**config.mk**
```make
export PLATFORM = sky130hd
export DESIGN_NAME = rv32i_instr_encoder
export DESIGN_NICKNAME = d
export VERILOG_FILES = /design/src/rtl/rv32i_enc_pkg.sv /design/src/rtl/enc_fifo.sv /design/src/rtl/rv32i_instr_encoder.sv
export SDC_FILE = /design/constraint.sdc
export NUM_CORES = 1
export LEC_CHECK = 0
export CAP_MARGIN = 20
export CORE_AREA = 2 2 195 197
export DETAILED_ROUTE_END_ITERATION = 7
export DIE_AREA = 0 0 197 199
export REMOVE_ABC_BUFFERS = 1
export SYNTH_ARGS = -nofsm -noshare
export SYNTH_HDL_FRONTEND = slang
export SYNTH_SLANG_ARGS = --single-unit
```
**constraint.sdc**
```tcl
create_clock -name clk -period 5 [get_ports clk]
set_input_delay 1 -clock clk [delete_from_list [all_inputs] [get_ports clk]]
set_output_delay 1 -clock clk [all_outputs]
set_load 0.02 [all_outputs]
```
**src/rtl/rv32i_enc_pkg.sv**
```systemverilog
// ============================================================================
//  Module   : rv32i_enc_pkg
//  Brief    : Mnemonic codes, opcode/funct constants and format lookup for
//             the RV32I instruction encoder.
//  Revision : 1.0 - initial release
// ============================================================================
`default_nettype none

package rv32i_enc_pkg;

    typedef enum logic [5:0] {
        OP_LUI   = 6'd0,  OP_AUIPC = 6'd1,  OP_JAL   = 6'd2,  OP_JALR  = 6'd3,
        OP_BEQ   = 6'd4,  OP_BNE   = 6'd5,  OP_BLT   = 6'd6,  OP_BGE   = 6'd7,
        OP_BLTU  = 6'd8,  OP_BGEU  = 6'd9,  OP_LB    = 6'd10, OP_LH    = 6'd11,
        OP_LW    = 6'd12, OP_LBU   = 6'd13, OP_LHU   = 6'd14, OP_SB    = 6'd15,
        OP_SH    = 6'd16, OP_SW    = 6'd17, OP_ADDI  = 6'd18, OP_SLTI  = 6'd19,
        OP_SLTIU = 6'd20, OP_XORI  = 6'd21, OP_ORI   = 6'd22, OP_ANDI  = 6'd23,
        OP_SLLI  = 6'd24, OP_SRLI  = 6'd25, OP_SRAI  = 6'd26, OP_ADD   = 6'd27,
        OP_SUB   = 6'd28, OP_SLL   = 6'd29, OP_SLT   = 6'd30, OP_SLTU  = 6'd31,
        OP_XOR   = 6'd32, OP_SRL   = 6'd33, OP_SRA   = 6'd34, OP_OR    = 6'd35,
        OP_AND   = 6'd36
    } enc_op_t;

    typedef enum logic [2:0] {
        FMT_R   = 3'd0,
        FMT_I   = 3'd1,
        FMT_SH  = 3'd2,
        FMT_S   = 3'd3,
        FMT_B   = 3'd4,
        FMT_U   = 3'd5,
        FMT_J   = 3'd6,
        FMT_BAD = 3'd7
    } enc_fmt_t;

    typedef enum logic [1:0] {
        ST_IDLE  = 2'd0,
        ST_RUN   = 2'd1,
        ST_DRAIN = 2'd2
    } enc_state_t;

    localparam logic [6:0] OPC_LUI    = 7'b0110111;
    localparam logic [6:0] OPC_AUIPC  = 7'b0010111;
    localparam logic [6:0] OPC_JAL    = 7'b1101111;
    localparam logic [6:0] OPC_JALR   = 7'b1100111;
    localparam logic [6:0] OPC_BRANCH = 7'b1100011;
    localparam logic [6:0] OPC_LOAD   = 7'b0000011;
    localparam logic [6:0] OPC_STORE  = 7'b0100011;
    localparam logic [6:0] OPC_OP_IMM = 7'b0010011;
    localparam logic [6:0] OPC_OP     = 7'b0110011;

    localparam logic [2:0] F3_ADD  = 3'b000;
    localparam logic [2:0] F3_SLL  = 3'b001;
    localparam logic [2:0] F3_SLT  = 3'b010;
    localparam logic [2:0] F3_SLTU = 3'b011;
    localparam logic [2:0] F3_XOR  = 3'b100;
    localparam logic [2:0] F3_SR   = 3'b101;
    localparam logic [2:0] F3_OR   = 3'b110;
    localparam logic [2:0] F3_AND  = 3'b111;
    localparam logic [2:0] F3_BEQ  = 3'b000;
    localparam logic [2:0] F3_BNE  = 3'b001;
    localparam logic [2:0] F3_BLT  = 3'b100;
    localparam logic [2:0] F3_BGE  = 3'b101;
    localparam logic [2:0] F3_BLTU = 3'b110;
    localparam logic [2:0] F3_BGEU = 3'b111;
    localparam logic [2:0] F3_MEMB  = 3'b000;
    localparam logic [2:0] F3_MEMH  = 3'b001;
    localparam logic [2:0] F3_MEMW  = 3'b010;
    localparam logic [2:0] F3_MEMBU = 3'b100;
    localparam logic [2:0] F3_MEMHU = 3'b101;

    localparam logic [6:0] F7_BASE = 7'b0000000;
    localparam logic [6:0] F7_ALT  = 7'b0100000;

    typedef struct packed {
        enc_fmt_t   fmt;
        logic [6:0] opcode;
        logic [2:0] fn3;
        logic [6:0] fn7;
    } enc_info_t;

    function automatic enc_info_t mk_info(input enc_fmt_t fmt, input logic [6:0] opcode,
                                          input logic [2:0] fn3, input logic [6:0] fn7);
        enc_info_t r;
        r.fmt    = fmt;
        r.opcode = opcode;
        r.fn3    = fn3;
        r.fn7    = fn7;
        return r;
    endfunction

    // Codes >= 37 map to FMT_BAD, which the encoder reports as an illegal op.
    function automatic enc_info_t op_info(input logic [5:0] op);
        enc_info_t r;
        r = mk_info(FMT_BAD, 7'b0, 3'b0, F7_BASE);
        case (op)
            OP_LUI:   r = mk_info(FMT_U,  OPC_LUI,    F3_ADD,   F7_BASE);
            OP_AUIPC: r = mk_info(FMT_U,  OPC_AUIPC,  F3_ADD,   F7_BASE);
            OP_JAL:   r = mk_info(FMT_J,  OPC_JAL,    F3_ADD,   F7_BASE);
            OP_JALR:  r = mk_info(FMT_I,  OPC_JALR,   F3_ADD,   F7_BASE);
            OP_BEQ:   r = mk_info(FMT_B,  OPC_BRANCH, F3_BEQ,   F7_BASE);
            OP_BNE:   r = mk_info(FMT_B,  OPC_BRANCH, F3_BNE,   F7_BASE);
            OP_BLT:   r = mk_info(FMT_B,  OPC_BRANCH, F3_BLT,   F7_BASE);
            OP_BGE:   r = mk_info(FMT_B,  OPC_BRANCH, F3_BGE,   F7_BASE);
            OP_BLTU:  r = mk_info(FMT_B,  OPC_BRANCH, F3_BLTU,  F7_BASE);
            OP_BGEU:  r = mk_info(FMT_B,  OPC_BRANCH, F3_BGEU,  F7_BASE);
            OP_LB:    r = mk_info(FMT_I,  OPC_LOAD,   F3_MEMB,  F7_BASE);
            OP_LH:    r = mk_info(FMT_I,  OPC_LOAD,   F3_MEMH,  F7_BASE);
            OP_LW:    r = mk_info(FMT_I,  OPC_LOAD,   F3_MEMW,  F7_BASE);
            OP_LBU:   r = mk_info(FMT_I,  OPC_LOAD,   F3_MEMBU, F7_BASE);
            OP_LHU:   r = mk_info(FMT_I,  OPC_LOAD,   F3_MEMHU, F7_BASE);
            OP_SB:    r = mk_info(FMT_S,  OPC_STORE,  F3_MEMB,  F7_BASE);
            OP_SH:    r = mk_info(FMT_S,  OPC_STORE,  F3_MEMH,  F7_BASE);
            OP_SW:    r = mk_info(FMT_S,  OPC_STORE,  F3_MEMW,  F7_BASE);
            OP_ADDI:  r = mk_info(FMT_I,  OPC_OP_IMM, F3_ADD,   F7_BASE);
            OP_SLTI:  r = mk_info(FMT_I,  OPC_OP_IMM, F3_SLT,   F7_BASE);
            OP_SLTIU: r = mk_info(FMT_I,  OPC_OP_IMM, F3_SLTU,  F7_BASE);
            OP_XORI:  r = mk_info(FMT_I,  OPC_OP_IMM, F3_XOR,   F7_BASE);
            OP_ORI:   r = mk_info(FMT_I,  OPC_OP_IMM, F3_OR,    F7_BASE);
            OP_ANDI:  r = mk_info(FMT_I,  OPC_OP_IMM, F3_AND,   F7_BASE);
            OP_SLLI:  r = mk_info(FMT_SH, OPC_OP_IMM, F3_SLL,   F7_BASE);
            OP_SRLI:  r = mk_info(FMT_SH, OPC_OP_IMM, F3_SR,    F7_BASE);
            OP_SRAI:  r = mk_info(FMT_SH, OPC_OP_IMM, F3_SR,    F7_ALT);
            OP_ADD:   r = mk_info(FMT_R,  OPC_OP,     F3_ADD,   F7_BASE);
            OP_SUB:   r = mk_info(FMT_R,  OPC_OP,     F3_ADD,   F7_ALT);
            OP_SLL:   r = mk_info(FMT_R,  OPC_OP,     F3_SLL,   F7_BASE);
            OP_SLT:   r = mk_info(FMT_R,  OPC_OP,     F3_SLT,   F7_BASE);
            OP_SLTU:  r = mk_info(FMT_R,  OPC_OP,     F3_SLTU,  F7_BASE);
            OP_XOR:   r = mk_info(FMT_R,  OPC_OP,     F3_XOR,   F7_BASE);
            OP_SRL:   r = mk_info(FMT_R,  OPC_OP,     F3_SR,    F7_BASE);
            OP_SRA:   r = mk_info(FMT_R,  OPC_OP,     F3_SR,    F7_ALT);
            OP_OR:    r = mk_info(FMT_R,  OPC_OP,     F3_OR,    F7_BASE);
            OP_AND:   r = mk_info(FMT_R,  OPC_OP,     F3_AND,   F7_BASE);
            default:  r = mk_info(FMT_BAD, 7'b0,      3'b0,     F7_BASE);
        endcase
        return r;
    endfunction

endpackage

`default_nettype wire

```
**src/rtl/enc_fifo.sv**
```systemverilog
// ============================================================================
//  Module   : enc_fifo
//  Brief    : Synchronous FIFO with wrap-bit pointers buffering encoded words.
//  Revision : 1.0 - initial release
// ============================================================================
`default_nettype none

module enc_fifo #(
    parameter int DEPTH = 8,
    parameter int WIDTH = 32
) (
    input  logic                     clk,
    input  logic                     rst,
    input  logic                     push_i,
    input  logic                     pop_i,
    input  logic [WIDTH-1:0]         wdata_i,
    output logic [WIDTH-1:0]         rdata_o,
    output logic                     full_o,
    output logic                     empty_o,
    output logic [$clog2(DEPTH):0]   count_o
);

    localparam int         PW      = $clog2(DEPTH);
    localparam logic [PW:0] PTR_ONE = {{PW{1'b0}}, 1'b1};

    logic [PW:0]      wr_ptr_q;
    logic [PW:0]      rd_ptr_q;
    logic [WIDTH-1:0] mem_q [DEPTH];
    logic             w_do_push;
    logic             w_do_pop;

    // The extra MSB distinguishes full from empty when the index bits match.
    assign empty_o   = (wr_ptr_q == rd_ptr_q);
    assign full_o    = (wr_ptr_q[PW] != rd_ptr_q[PW]) &&
                       (wr_ptr_q[PW-1:0] == rd_ptr_q[PW-1:0]);
    assign count_o   = wr_ptr_q - rd_ptr_q;
    assign w_do_push = push_i & ~full_o;
    assign w_do_pop  = pop_i & ~empty_o;
    assign rdata_o   = mem_q[rd_ptr_q[PW-1:0]];

    always_ff @(posedge clk or posedge rst) begin
        if (rst) begin
            wr_ptr_q <= '0;
            rd_ptr_q <= '0;
        end else begin
            if (w_do_push) wr_ptr_q <= wr_ptr_q + PTR_ONE;
            if (w_do_pop)  rd_ptr_q <= rd_ptr_q + PTR_ONE;
        end
    end

    always_ff @(posedge clk) begin
        if (w_do_push) mem_q[wr_ptr_q[PW-1:0]] <= wdata_i;
    end

endmodule

`default_nettype wire

```
**src/rtl/rv32i_instr_encoder.sv**
```systemverilog
// ============================================================================
//  Module   : rv32i_instr_encoder
//  Brief    : Encodes mnemonic + operands into RV32I words and streams them to
//             IMEM at sequential addresses. Optional IMM_RANGE_CHECK_EN drops
//             requests whose immediate does not fit its format.
//  Revision : 1.0 - initial release
// ============================================================================
`default_nettype none

module rv32i_instr_encoder
    import rv32i_enc_pkg::*;
#(
    parameter int             DEPTH     = 8,
    parameter int             AW        = 32,
    parameter logic [AW-1:0]  BASE_ADDR = '0
) (
    input  logic          clk,
    input  logic          rst,
    input  logic          start_i,
    input  logic [AW-1:0] start_addr_i,
    input  logic          finish_i,
    input  logic          req_valid_i,
    output logic          req_ready_o,
    input  logic [5:0]    req_op_i,
    input  logic [4:0]    req_rd_i,
    input  logic [4:0]    req_rs1_i,
    input  logic [4:0]    req_rs2_i,
    input  logic [31:0]   req_imm_i,
    output logic          out_valid_o,
    input  logic          out_ready_i,
    output logic [AW-1:0] out_addr_o,
    output logic [31:0]   out_data_o,
    output logic          busy_o,
    output logic          done_o,
    output logic          err_o
);

    localparam int                   CW      = $clog2(DEPTH) + 1;
    localparam logic [CW-1:0]        CNT_ONE = {{(CW-1){1'b0}}, 1'b1};

    enc_state_t    state_q;
    logic [AW-1:0] addr_q;
    logic          busy_q;
    logic          done_q;
    logic          err_q;

    enc_info_t     w_info;
    logic          w_ok;
    logic          w_accept;
    logic          w_push;
    logic          w_pop;
    logic          w_full;
    logic          w_empty;
    logic [CW-1:0] w_count;
    logic [31:0]   w_word;
    logic [31:0]   w_head;
    logic          w_last_out;

    function automatic logic [31:0] encode(input enc_info_t inf, input logic [4:0] rd,
                                           input logic [4:0] rs1, input logic [4:0] rs2,
                                           input logic [31:0] imm);
        logic [31:0] w;
        w = '0;
        case (inf.fmt)
            FMT_R:   w = {inf.fn7, rs2, rs1, inf.fn3, rd, inf.opcode};
            FMT_I:   w = {imm[11:0], rs1, inf.fn3, rd, inf.opcode};
            FMT_SH:  w = {inf.fn7, imm[4:0], rs1, inf.fn3, rd, inf.opcode};
            FMT_S:   w = {imm[11:5], rs2, rs1, inf.fn3, imm[4:0], inf.opcode};
            FMT_B:   w = {imm[12], imm[10:5], rs2, rs1, inf.fn3, imm[4:1], imm[11], inf.opcode};
            FMT_U:   w = {imm[31:12], rd, inf.opcode};
            FMT_J:   w = {imm[20], imm[10:1], imm[11], imm[19:12], rd, inf.opcode};
            default: w = '0;
        endcase
        return w;
    endfunction

`ifdef IMM_RANGE_CHECK_EN
    function automatic logic imm_fits(input enc_fmt_t fmt, input logic [31:0] imm);
        logic ok;
        ok = 1'b1;
        case (fmt)
            FMT_I, FMT_S: ok = (imm[31:11] == '0) || (imm[31:11] == '1);
            FMT_SH:       ok = (imm[31:5] == '0);
            FMT_B:        ok = ((imm[31:12] == '0) || (imm[31:12] == '1)) && !imm[0];
            FMT_J:        ok = ((imm[31:20] == '0) || (imm[31:20] == '1)) && !imm[0];
            FMT_U:        ok = (imm[11:0] == '0);
            default:      ok = 1'b1;
        endcase
        return ok;
    endfunction

    assign w_ok = (w_info.fmt != FMT_BAD) && imm_fits(w_info.fmt, req_imm_i);
`else
    assign w_ok = (w_info.fmt != FMT_BAD);
`endif

    assign w_info      = op_info(req_op_i);
    assign w_word      = encode(w_info, req_rd_i, req_rs1_i, req_rs2_i, req_imm_i);
    assign req_ready_o = (state_q == ST_RUN) && !w_full;
    assign w_accept    = req_valid_i && req_ready_o;
    assign w_push      = w_accept && w_ok;
    assign out_valid_o = !w_empty;
    assign w_pop       = out_valid_o && out_ready_i;
    // Leave DRAIN on the edge that retires the final word so done aligns with IDLE.
    assign w_last_out  = w_empty || (w_pop && (w_count == CNT_ONE));

    assign out_addr_o  = addr_q;
    assign out_data_o  = w_empty ? 32'd0 : w_head;
    assign busy_o      = busy_q;
    assign done_o      = done_q;
    assign err_o       = err_q;

    enc_fifo #(
        .DEPTH (DEPTH),
        .WIDTH (32)
    ) u_fifo (
        .clk     (clk),
        .rst     (rst),
        .push_i  (w_push),
        .pop_i   (w_pop),
        .wdata_i (w_word),
        .rdata_o (w_head),
        .full_o  (w_full),
        .empty_o (w_empty),
        .count_o (w_count)
    );

    always_ff @(posedge clk or posedge rst) begin
        if (rst) begin
            state_q <= ST_IDLE;
            addr_q  <= BASE_ADDR;
            busy_q  <= 1'b0;
            done_q  <= 1'b0;
            err_q   <= 1'b0;
        end else begin
            done_q <= 1'b0;
            err_q  <= w_accept && !w_ok;
            if (w_pop) addr_q <= addr_q + AW'(4);
            case (state_q)
                ST_IDLE: begin
                    if (start_i) begin
                        state_q <= ST_RUN;
                        busy_q  <= 1'b1;
                        addr_q  <= start_addr_i & ~AW'(3);
                    end
                end
                ST_RUN: begin
                    if (finish_i) state_q <= ST_DRAIN;
                end
                ST_DRAIN: begin
                    if (w_last_out) begin
                        state_q <= ST_IDLE;
                        busy_q  <= 1'b0;
                        done_q  <= 1'b1;
                    end
                end
                default: begin
                    state_q <= ST_IDLE;
                    busy_q  <= 1'b0;
                end
            endcase
        end
    end

endmodule

`default_nettype wire

```
==> impl_metrics.ini, run 1 <==
[global_route]
met1_usage_pct = 21.5
grt_antenna_before_repair = 0
met2_usage_pct = 26.7
grt_use_met3_pct = 3.76
grt_first_pass_wirelength_um = 48300
grt_max_degree = 66
grt_usage_pct = 16.2
grt_pass1_vias = 8232
grt-busiest-layer = met2
grt-ovfl-total = 0

[setup_path]
reg2regPathDepth = 8
cp-startpoint = u_fifo.wr_ptr_q[0]$_DFFE_PP0P_
cp_data_arrival_time_ns = 3.09
reg2reg_slack_ns = 1.88
start_kind = flip-flop
timing.rr.end = u_fifo.mem_q[3][4]$_DFFE_PP_
endpoint_kind = primary output
reg2reg_from = u_fifo.wr_ptr_q[0]$_DFFE_PP0P_
path_max_fanout = 31
required_ns = 4.00
critPathKind = reg2out

[route]
antenna_left = 0
routed_via_density = 5.15
wl_per_cell_um = 20.5
vias = 7895
drt_first_iter_violations = 499
drt_first_pass_iters = 5
drc = 0
wirelength_um = 31400

[power]
power_density_mw_per_mm2 = 566
vdd.ir_drop.worst_mv = 0.303
power_uw = 9230
p_leak_uw = 0.00553

[sta]
setup_violations = 0
tightest_slew_ns = 0.850
fin_crit_sh_pct = 81.8
fmax_mhz = 245
finalHoldViolCount = 0
skew_ns = 0.0169
hold_slack_ns = 0.491
period_needed_ns = 4.09
slew_viol_final = 0
grt_setup_unrepaired = no
setup_tns_ns = 0
slew_headroom_pct = 43.3

[clocking]
cts_hold_buf = 0
cts_setup_buffers = 0
htree_levels = 2
cts-root-buf = clkbuf_16
clock_path_buffers = 3
numCtsBuffers = 35
clkLatencyLatePin_ns = 0.53
path_clk_slew_ns = 0.06
cts_sinks = 291
cts_repair_resize_count = 0
cts_tree = done

[logic_synthesis]
synth_seq_area_share_pct = 66.1
synth_seq_cells = 291
syn_area_sq_mm = 0.0129
syn_inst = 869
synthArstFlopShare_pct = 14.8
synth-edff-count = 248
ys_warn_count = 0
synthFlopType = edfxtp_1
synth_cell_types = 63
syn_area_per_cell_sq_um = 14.8

[placed_design]
gp_congestion = 0.840
dp_hpwl_um = 19000
port_buffers = 155

[flow_run]
max_cap_violations = 0

[cells_and_area]
insertedDiodeCount = 0
nets = 1140
utilization_pct = 43.9
drive_gt1_share_pct = 15.1
synthToLayoutAreaGrowth_pct = 26.4

[min_path]
hold_end = state_q[0]$_DFFE_PP0P_
min_from = state_q[1]$_DFFE_PP0P_
worstHoldPathType = reg2reg
whs_path_depth = 1

[floorplanning]
io_pins = 160
die_w_um = 197
die_h_um = 199
start_util_pct = 34.7
floorplan.die_area_sq_mm = 0.0392
coreArea_sq_mm = 0.0371
fp-row-count = 71

[outcome]
status = completed
==> per-stage QoR <==
| step | area [sq um] | instances | worst slack [ns] |
|---|---|---|---|
| after floorplan | 12700 | 821 | -1.41 |
| after global placement | 15200 | 1472 | 0.685 |
| after detailed placement | 15200 | 1472 | 0.634 |
| after global routing | 16300 | 1534 | 0.690 |
| final | 16300 | 1534 | 0.911 |
| after CTS | 16300 | 1534 | 0.830 |
==> worst max-delay path by stage <==
stage                                         end  slack (ns)
detailed placement  u_fifo.mem_q[7][13]$_DFFE_PP_        0.63
finish                              out_data_o[1]        0.91
floorplan           u_fifo.mem_q[0][10]$_DFFE_PP_       -1.41
global placement    u_fifo.mem_q[0][15]$_DFFE_PP_        0.68
CTS                                out_data_o[14]        0.83
global route                        out_data_o[1]        0.69
==> registers in the layout, indices dropped and copies added, names as in the netlist <==
signal and cells:
busy_o 1, done_o 1, err_o 1, out_addr_o 30
state_q 2, u_fifo.mem_q 248, u_fifo.rd_ptr_q 4, u_fifo.wr_ptr_q 4
==> cells in the final DEF, fill, tap and decap left out, drive strengths merged, types with 3 or more instances in the layout <==
cell | Yosys | routed
a22o | 18 | 18
a21boi | 3 | 3
clkdlybuf4s50 | 0 | 155
and2 | 4 | 4
o2111ai | 3 | 3
mux2i | 6 | 6
nand4 | 5 | 5
xnor2 | 33 | 33
nor4 | 10 | 10
and3 | 11 | 11
nand3 | 15 | 15
nor2b | 7 | 7
bufinv | 0 | 4
dfrtp | 43 | 43
or2 | 3 | 3
clkinv | 0 | 14
edfxtp | 248 | 248
or4 | 3 | 3
a221o | 3 | 3
inv | 27 | 30
mux4 | 62 | 62
nand2b | 6 | 6
nor2 | 27 | 27
o211ai | 9 | 9
o21a | 3 | 3
a21oi | 36 | 36
xor2 | 4 | 4
a31oi | 4 | 4
ha | 13 | 13
buf | 20 | 22
nand2 | 123 | 123
o22ai | 3 | 3
o21ai | 47 | 47
clkbuf | 29 | 40
nor3 | 12 | 12
==> synthesized netlist by cell type (all sizes together), types with 9 or more instances <==
| master | count | share of area, % |
|---|---|---|
| buf | 20 | 0.80 |
| nand3 | 15 | 0.68 |
| inv | 27 | 0.79 |
| nand2 | 123 | 3.6 |
| ha | 13 | 1.3 |
| o21ai | 47 | 1.8 |
| edfxtp | 248 | 58 |
| o211ai | 9 | 0.56 |
| and3 | 11 | 0.53 |
| clkbuf | 29 | 0.84 |
| nor3 | 12 | 0.47 |
| nor4 | 10 | 0.49 |
| a22o | 18 | 1.2 |
| dfrtp | 43 | 8.3 |
| mux4 | 62 | 11 |
| xnor2 | 33 | 2.2 |
| nor2 | 27 | 0.79 |
| a21oi | 36 | 1.4 |
==> logic make-up (layout without fill, tap and decap cells) <==
group | Yosys count | after routing | share of synthesized area [%]
compound gates | 146 | 146 | 7.51
xor+xnor | 37 | 37 | 2.57
fa+ha+maj | 14 | 14 | 1.42
buf+inv | 76 | 266 | 2.43
flops | 291 | 291 | 66.1
mux | 70 | 70 | 11.5
other cells | 1 | 2 | 0.0291
simple gates | 234 | 234 | 8.48
==> power breakdown <==
part / total [uW] / internal, uW / switching (uW)
Clock: 2510 / 1510 / 1000
Combinational: 3540 / 1600 / 1940
Sequential: 3180 / 2960 / 222
Total: 9230 / 6070 / 3160
==> area by class of cell <==
type | instances | area (sq um)
repair buffers | 177 | 1820
multi-input cells | 503 | 4120
well taps | 474 | 593
clock inverters | 22 | 243
inverters | 27 | 101
fillers | 3358 | 20800
flip-flops and latches | 291 | 8530
clock buffers | 40 | 895
==> metal layers <==
metal  vias up  wire (um)
li1       3676          -
met1      3939      13800
met2       232      14800
met3        48       2130
met4         0        671
met5         -          0
==> critical path, stage by stage (launching register included) <==
cell,delay (ns)
dfrtp_1,0.48
inv_1,0.14
ha_1,0.31
nand3_1,0.23
nor2_4,0.18
buf_4,0.44
a21oi_1,0.18
clkdlybuf4s50_1,0.58
(Power assumes the default switching activity.)
==> inputs of run 2 (changes only) <==
Clock period 5 ns to 3.8 ns, I/O delays scaled along.
==> run 2 against run 1 <==
Effect of this change: flip-flop and latch count unchanged; worst hold slack got worse by 0.11 ns; sequential power increased by 32%; register-to-register slack got worse by 0.94 ns; die area unchanged; clock power increased by 18%; routed wire length increased by 1.4%; critical path type unchanged; highest routed layer unchanged.
==> impl_metrics.ini, run 2 (synthesized netlist as in run 1, its figures left out) <==
[clocking]
cts_tree = done
numCtsBuffers = 31
clock_path_buffers = 3
cts_sinks = 291
cts-root-buf = clkbuf_16
clkLatencyLatePin_ns = 0.57
path_clk_slew_ns = 0.06
cts_hold_buf = 0
htree_levels = 1

[cells_and_area]
drive_gt1_share_pct = 16.1
synthToLayoutAreaGrowth_pct = 27.0
largest_reg_flops = 248
insertedDiodeCount = 0
layout_common_cells = edfxtp_1 (248), clkdlybuf4s50_1 (151), nand2_1 (123), mux4_2 (62), o21ai_0 (44)
nets = 1156
fillCellCount = 3313
layout_commonest_cell = edfxtp_1

[sta]
setup_tns_ns = 0
fin_ws_ns = 0.158
fin_crit_sh_pct = 95.8
slew_headroom_pct = 48.5
slew_viol_final = 0
tightest_slew_ns = 0.770
skew_ns = 0.0137
fmax_mhz = 275
grt_setup_unrepaired = no
setup_violations = 0
period_needed_ns = 3.64
finalHoldViolCount = 0

[setup_path]
cp_data_arrival_time_ns = 2.88
critPathKind = reg2out
endpoint_kind = primary output
path_max_fanout = 10
required_ns = 3.04
start_kind = flip-flop

[global_route]
grt_first_pass_wirelength_um = 48100
grt_pass1_vias = 8163
grt_usage_pct = 16.1
grt_max_degree = 65
grt_antenna_before_repair = 0
grt-ovfl-total = 0

[route]
wl_per_cell_um = 20.6
antenna_left = 0
wirelength_um = 31900
drt_first_iter_violations = 680
vias = 8066
drt_first_pass_iters = 4
routed_via_density = 5.21
drc = 0

[floorplanning]
start_util_pct = 34.7
fp-row-count = 71
io_pins = 160
coreArea_sq_mm = 0.0371
floorplan.die_area_sq_mm = 0.0392
die_h_um = 199
die_w_um = 197

[power]
power_uw = 11900
vdd.ir_drop.worst_mv = 0.438
power_density_mw_per_mm2 = 725
p_leak_uw = 0.00560

[flow_run]
max_cap_violations = 0

[placed_design]
gp_congestion = 0.865
pre_cts_ws_ns = 0.0279
port_buffers = 155
dp_hpwl_um = 19900

[min_path]
worstHoldPathType = in2async

[outcome]
status = completed
-- run 2: changes by cell type in the layout (fill, tap and decap cells not counted), moves of 2 or more --
cell	change
clkdlybuf4s50_1	-4
clkbuf_16	-4
dlymetal6s2s_1	+2
dlygate4sd2_1	+2
buf_12	+5
clkbuf_1	+3
buf_4	+15
clkinv_2	-3
-- run 2: where the power goes --
part	switching, uW	internal (uW)
logic	2570	2160
registers	293	3890
clock network	1220	1730
total	4080	7780
-- run 2: critical path, cell delays in order (launching register included) --
cell,delay [ns]
dfrtp_1,0.49
inv_1,0.14
ha_1,0.32
nand3_2,0.15
nor2_4,0.09
buf_4,0.21
a21oi_1,0.24
clkdlybuf4s50_1,0.65
-- run 2: final timing paths --
kind / from / endpoint / slack [ns] / cells after the start
max in group asynchronous: rst / u_fifo.rd_ptr_q[0]$_DFFE_PP0P_ / 2.96 / 3
min reg2reg: state_q[1]$_DFFE_PP0P_ / state_q[0]$_DFFE_PP0P_ / 0.49 / 1
max: u_fifo.wr_ptr_q[0]$_DFFE_PP0P_ / out_data_o[17] / 0.16 / 7
min: rst / out_addr_o[15]$_DFF_PP0_ / 0.38 / 2
min in group clk: state_q[1]$_DFFE_PP0P_ / state_q[0]$_DFFE_PP0P_ / 0.49 / 1
max reg2reg: u_fifo.wr_ptr_q[0]$_DFFE_PP0P_ / busy_o$_DFFE_PP0P_ / 0.94 / 8
-- run 2: layout make-up --
cell class	instances	area (sq um)	share of cell area (%)
timing repair buffer	197	2030	12.4
clock inverter	16	175	1.07
multi-input combinational	503	4120	25.2
sequential	291	8530	52.1
inverter	27	101	0.619
clock buffer	40	820	5.01
tap	474	593	3.62
-- run 2: layer usage --
layer	part of all wire (%)	up-vias	track usage, %
li1	-	3688	-
met4	1.4	0	2.65
met5	0	-	0
met2	49	244	27.6
met1	43	4095	21.4
met3	6.8	39	3.59
-- run 2: what timing repair did --
action,in CTS,in global routing
gates resized for setup,2,3
hold endpoints to repair,0,0
pin swaps,1,0
endpoints found under the setup margin,26,13
buffers inserted,1,0
-- run 2: metrics by stage --
step	hold slack (ns)	area, sq um	utilization, %	instances
6_report	0.377	16400	44.1	1548
5_1_grt	0.383	16400	44.1	1548
4_1_cts	0.493	16300	44.0	1547
3_5_place_dp	0.484	15300	41.3	1490
3_3_place_gp	0.473	15300	41.3	1490
2_1_floorplan	0.448	12700	-	821
